`config.mk`:
```
export PLATFORM = sky130hd
export DESIGN_NAME = fft_bitrev_reorder
export DESIGN_NICKNAME = d
export VERILOG_FILES = /design/src/rtl/fft_bitrev_reorder.sv
export SDC_FILE = /design/constraint.sdc
export NUM_CORES = 2
export LEC_CHECK = 0
export BUFFER_PORTS_ARGS = -buffer_cell sky130_fd_sc_hd__buf_2
export CAP_MARGIN = 30
export CORE_ASPECT_RATIO = 1.25
export CORE_MARGIN = 4
export CORE_UTILIZATION = 46
export DETAILED_ROUTE_END_ITERATION = 7
export SLEW_MARGIN = 15
export SYNTH_ARGS = -nofsm -noshare
export SYNTH_HDL_FRONTEND = slang
export SYNTH_SLANG_ARGS = --single-unit
```
`constraint.sdc`:
```
create_clock -name clk_i -period 17.1 [get_ports clk_i]
set_input_delay 4.275 -clock clk_i [delete_from_list [all_inputs] [get_ports clk_i]]
set_output_delay 4.275 -clock clk_i [all_outputs]
set_load 0.005 [all_outputs]
```
`src/rtl/fft_bitrev_reorder.sv`:
```
// fft_bitrev_reorder: ping-pong buffer turning bit-reversed FFT frames into natural order.
// Optional FFT_REORDER_SCALE_EN: outputs are arithmetically shifted right by LOG2N (1/N scaling).
module fft_bitrev_reorder #(
  parameter int N     = 32,
  parameter int LOG2N = 5,
  parameter int DW    = 32
) (
  input  logic             clk_i,
  input  logic             rst_ni,
  input  logic             in_valid_i,
  output logic             in_ready_o,
  input  logic [DW-1:0]    in_r_i,
  input  logic [DW-1:0]    in_i_i,
  input  logic             in_last_i,
  output logic             out_valid_o,
  input  logic             out_ready_i,
  output logic [DW-1:0]    out_r_o,
  output logic [DW-1:0]    out_i_o,
  output logic [LOG2N-1:0] out_idx_o,
  output logic             out_last_o,
  output logic             frame_err_o
);
  localparam logic [LOG2N-1:0] LAST = LOG2N'(N - 1);

  logic [2*DW-1:0]    mem_q [2*N];
  logic [1:0]         full_q, full_d;
  logic               wbank_q, wbank_d, rbank_q, rbank_d;
  logic [LOG2N-1:0]   wcnt_q, wcnt_d, rcnt_q, rcnt_d, out_idx_q, out_idx_d;
  logic               out_valid_q, out_valid_d, out_last_q, out_last_d, frame_err_q, frame_err_d;
  logic [DW-1:0]      out_r_q, out_r_d, out_i_q, out_i_d;
  logic               wr, ld, wlast, rlast;
  logic [2*DW-1:0]    rd;
  logic signed [DW-1:0] rd_r, rd_i;

  function automatic logic [LOG2N-1:0] bitrev(input logic [LOG2N-1:0] a);
    logic [LOG2N-1:0] r;
    for (int k = 0; k < LOG2N; k++) r[k] = a[LOG2N-1-k];
    return r;
  endfunction

  assign in_ready_o = !full_q[wbank_q];
  assign wr    = in_valid_i && in_ready_o;
  assign wlast = wcnt_q == LAST;
  assign ld    = full_q[rbank_q] && (!out_valid_q || out_ready_i);
  assign rlast = rcnt_q == LAST;
  assign rd    = mem_q[{rbank_q, rcnt_q}];

`ifdef FFT_REORDER_SCALE_EN
  assign rd_r = $signed(rd[2*DW-1:DW]) >>> LOG2N;
  assign rd_i = $signed(rd[DW-1:0]) >>> LOG2N;
`else
  assign rd_r = rd[2*DW-1:DW];
  assign rd_i = rd[DW-1:0];
`endif

  always_comb begin
    full_d = full_q;
    if (wr && wlast) full_d[wbank_q] = 1'b1;
    if (ld && rlast) full_d[rbank_q] = 1'b0;
    wcnt_d      = wr ? (wlast ? '0 : wcnt_q + 1'b1) : wcnt_q;
    wbank_d     = wbank_q ^ (wr && wlast);
    rcnt_d      = ld ? (rlast ? '0 : rcnt_q + 1'b1) : rcnt_q;
    rbank_d     = rbank_q ^ (ld && rlast);
    out_valid_d = ld || (out_valid_q && !out_ready_i);
    out_r_d     = ld ? rd_r : out_r_q;
    out_i_d     = ld ? rd_i : out_i_q;
    out_idx_d   = ld ? rcnt_q : out_idx_q;
    out_last_d  = ld ? rlast : out_last_q;
    frame_err_d = frame_err_q || (wr && (in_last_i != wlast));
  end

  always_ff @(posedge clk_i) begin
    if (!rst_ni) begin
      full_q      <= '0;
      wbank_q     <= 1'b0;
      rbank_q     <= 1'b0;
      wcnt_q      <= '0;
      rcnt_q      <= '0;
      out_valid_q <= 1'b0;
      out_r_q     <= '0;
      out_i_q     <= '0;
      out_idx_q   <= '0;
      out_last_q  <= 1'b0;
      frame_err_q <= 1'b0;
    end else begin
      full_q      <= full_d;
      wbank_q     <= wbank_d;
      rbank_q     <= rbank_d;
      wcnt_q      <= wcnt_d;
      rcnt_q      <= rcnt_d;
      out_valid_q <= out_valid_d;
      out_r_q     <= out_r_d;
      out_i_q     <= out_i_d;
      out_idx_q   <= out_idx_d;
      out_last_q  <= out_last_d;
      frame_err_q <= frame_err_d;
    end
  end

  // Sample storage needs no reset; the full flags decide what is valid.
  always_ff @(posedge clk_i) begin
    if (rst_ni && wr) mem_q[{wbank_q, bitrev(wcnt_q)}] <= {in_r_i, in_i_i};
  end

  assign out_valid_o = out_valid_q;
  assign out_r_o     = out_r_q;
  assign out_i_o     = out_i_q;
  assign out_idx_o   = out_idx_q;
  assign out_last_o  = out_last_q;
  assign frame_err_o = frame_err_q;
endmodule

```
==> results.md <==
- For this design, the slowest cell found on the critical path is sky130_fd_sc_hd__nor2_4.
- The detailed router used layers up to and including met5.
- The number of buffers added by the clock tree synthesis step is 398.
- The tool flagged a number of max-cap violations equal to 0.
- For the finished layout, the period the worst path requires is 7170 ps.
- The library cell used most frequently in the layout, excluding fill and tap cells, is sky130_fd_sc_hd__edfxtp_1.
- The share of final-layout standard cells stronger than drive strength 1 is 27.2%.
- In the detailed route, the total length drawn on met3 is 36.3 mm.
- The initial cell density of the core is 46.1%.
- By startpoint and endpoint, the worst setup path is classified as input pin to flop.
- The wire length of the first global-routing pass is 640 mm.
- The horizontal die dimension is 534 um.
- The number of sinks handled by clock tree synthesis is 4182.
- The height of the die is 665 um.
- The critical path endpoint category is a flop.
- IR analysis of the VDD net gives a maximum drop of 0.0000832 V.
- The gate count after technology mapping is 7045.
- The CTS tree is built.
- When the netlist entered floorplanning its net count stood at 7118.
- Entering global routing, the biggest net connects 129 pins.
- The worst-case headroom to the max-slew limit is 15.1%.
- The share of flip-flops with an asynchronous set or reset after synthesis is 0%.
- The longest clock path from root to sink contains 4 buffers.
- The final reports fail on DRC.
- In this run the cell area of the synthesized design comes to 0.159 sq mm.
- The number of DRC markers in iteration 0 is 11200.
- During synthesis, Yosys emitted a total of 0 warnings.
- Of all nets on the critical path, the largest fanout is 44.
- At the placement stage, the worst setup path has a slack of 9020 ps.
- The core area is 0.344 sq mm.
- The required arrival time at the worst endpoint is 17670 ps.
- The post-route cell area is 0.180 sq mm.
- The total half-perimeter wirelength after legalization and detailed placement is 286 mm.
- The run finished, with violations left.
- The clock network latency to the later pin of the worst-skew pair is 990 ps.
- Once placement finished, the instance area stood at 0.167 sq mm.
- The kind of cell with the highest combined delay along the critical path is simple AND/OR/NAND/NOR gates.
- The library cells used most frequently in the layout, excluding fill and tap cells, are 4096 x sky130_fd_sc_hd__edfxtp_1, 919 x sky130_fd_sc_hd__mux4_2, 404 x sky130_fd_sc_hd__clkbuf_16.
- Setup repair after global routing left no endpoint under its margin.
- In this run the power density over the cells is 113 mW/mm^2.
- The path type of the worst min-delay path is flop to flop.
- Walking the worst path, the cells encountered are buf_2 -> nand2_1 -> nor2_1 -> nand3_1 -> nor2_4 -> buf_4.
- Counting both buffers and inverters, the worst setup path holds a total of 2.
- In this run, synthesis inferred 4096 flip-flops with an integrated enable.
- Based on the critical path, the design can be clocked at up to 139 MHz.
- After synthesis, the mean cell area works out to 22.6 sq um.
- The quantity of hold-fixing buffers added after cts is 0.
- The ratio of final minimum period to clock period is 41.9%.
- The predominant post-synthesis flop cell is sky130_fd_sc_hd__edfxtp_1.
- STA classifies the critical path startpoint as an input pin.
- The accumulated negative setup slack is 0 ps.
- The number of setup buffers added after CTS is 0.
- The first-pass iteration count of the detailed router is 8.
- The final RePlAce weighted congestion is 0.889.
- Detailed routing inserted a total of 77700 vias.
- The count of endpoints failing setup in the final report is 0.
- In the final routed layout, each cell accounts on average for 37.3 um.
- The total overflow left after global routing is 0.
- The leakage power figure is 55.0 nW.
- At the end of the flow, the number of nets in the layout was 7502.
- The die covers 0.355 sq mm.
- The number of pins with negative max-slew slack in the final report is 0.
- The clock transition at the registers of the reported paths is 60 ps.
- Relative to the synthesized area, the layout overhead comes to 13.2%.
- The critical path arrival is 7740 ps.
- The largest stage delay on the critical path is 970 ps.
- Global routing used 25.8% of the available tracks.
- Summed over all layers, the routed wires come to 464 mm.
- The transition time of the tightest slew-check pin is 1270 ps.
- The number of synthesized register bits is 4182.
- In this run, distinct cell masters in the synthesized netlist total 52.
- The count of buffers added on input and output ports is 141.
- During I/O placement, the number of pins put on the boundary was 142.
- The hold violation total from the final report came to 0.
- The total number of H-tree levels is 5.
- The via count of the first global-routing pass is 76700.
- After layout, the worst setup slack is 9930 ps.
- The row count is 241.
- The post-synthesis sequential area ratio is 78.5%.
- After detailed routing, the number of remaining DRC violations is 4.
- The initial antenna violation count is 54.
- The utilization after layout is 52.2%.
- The tree is rooted in a sky130_fd_sc_hd__clkbuf_16.
- Wire segments on met2 add up to 234 mm in the final route.
- The via-per-instance ratio is 6.26.
- In this run the remaining antenna-violating nets after routing total 0.
- In the final routing, the length of wire on met1 measures 172 mm.
- The quantity of gates resized following cts is 0.
- The clock tree skew after final layout is 84.7 ps.
-- path summary, 6_finish.rpt --
check	startpoint	to	slack [ps]	depth (start not counted)
max	in_valid_i	mem_q[13][14]	9930	6
min reg2reg	out_idx_o[2]	out_idx_o[2]	480	2
min	out_idx_o[2]	out_idx_o[2]	480	2
max reg2reg	rcnt_q[0]	out_r_o[9]	11490	8
-- flip-flops by register name, summed over array words and instances, names as in the netlist --
register,count
mem_q,4096
out_i_o,32
out_r_o,32
out_idx_o,5
rcnt_q,5
wcnt_q,5
full_q,2
frame_err_o,1
out_last_o,1
out_valid_o,1
rbank_q,1
wbank_q,1
-- power by group --
group	internal (W)	switching, W	total (W)
clock	0.00500	0.00383	0.00883
combinational	0.0000423	0.000272	0.000314
sequential	0.0113	0.00000442	0.0113
total	0.0163	0.00411	0.0204
-- cell usage after synthesis, types with 18 or more instances --
cell type,instances,area (sq um)
sky130_fd_sc_hd__nand4b_1,43,377
sky130_fd_sc_hd__o22ai_1,105,657
sky130_fd_sc_hd__buf_2,143,716
sky130_fd_sc_hd__nor3b_1,57,428
sky130_fd_sc_hd__mux2_2,104,1170
sky130_fd_sc_hd__nand2_1,157,589
sky130_fd_sc_hd__nor2b_1,27,169
sky130_fd_sc_hd__a221oi_1,35,307
sky130_fd_sc_hd__a211oi_1,47,353
sky130_fd_sc_hd__mux2i_1,268,2680
sky130_fd_sc_hd__a2bb2oi_1,54,473
sky130_fd_sc_hd__dfxtp_1,86,1720
sky130_fd_sc_hd__edfxtp_1,4096,123000
sky130_fd_sc_hd__buf_6,19,214
sky130_fd_sc_hd__mux4_2,919,20700
sky130_fd_sc_hd__nand3_1,18,90.1
sky130_fd_sc_hd__o31ai_1,52,390
sky130_fd_sc_hd__a21oi_1,105,526
sky130_fd_sc_hd__clkbuf_1,175,657
sky130_fd_sc_hd__buf_4,38,285
sky130_fd_sc_hd__a221oi_2,22,330
sky130_fd_sc_hd__nor2_1,127,477
sky130_fd_sc_hd__a22oi_1,174,1310
sky130_fd_sc_hd__buf_1,32,120
-- final cells by class --
class                      instances  area (sq um)
clock buffer                     504         10600
clock inverter                   222          2360
inverter                           4          22.5
tap                             4617          5780
multi-input combinational       2452         32800
sequential                      4182        125000
antenna                           49           123
fill                           26700        164000
timing repair buffer             391          3480
-- layer usage --
metal / vias up / track usage, %
met3: 663 / 3.72
met5: - / 0
met1: 42300 / 34.5
met2: 3894 / 42.9
li1: 30900 / -
met4: 10 / 10.9
-- kinds of logic (layout without fill, tap and decap cells) --
logic type	after synthesis	after routing	synth area share (%)
flip-flops	4182	4182	78.5
multiplexers	1313	1313	15.6
AO/OA/AOI/OAI	638	638	2.96
AND/OR/NAND/NOR	494	494	1.61
buffers and inverters	411	1121	1.26
adder cells (fa/ha/maj)	4	4	0.0315
XOR/XNOR	3	3	0.0165
other	0	49	0
-- tightest hold or removal path, cell delays in order (launching register included) --
cell                      delay (ps)
sky130_fd_sc_hd__dfxtp_1         320
sky130_fd_sc_hd__nand2_1          60
sky130_fd_sc_hd__a21oi_1          60
-- metrics by stage --
step | hold WS [ps] | power (W) | cells
after floorplan | 452 | 0.0115 | 7045
after global placement | 487 | 0.0118 | 11600
after detailed placement | 484 | 0.0118 | 11600
after CTS | 493 | 0.0205 | 12400
after global routing | 508 | 0.0210 | 12400
final | 484 | 0.0204 | 12400
No activity file was read; power rests on OpenSTA's default activity.
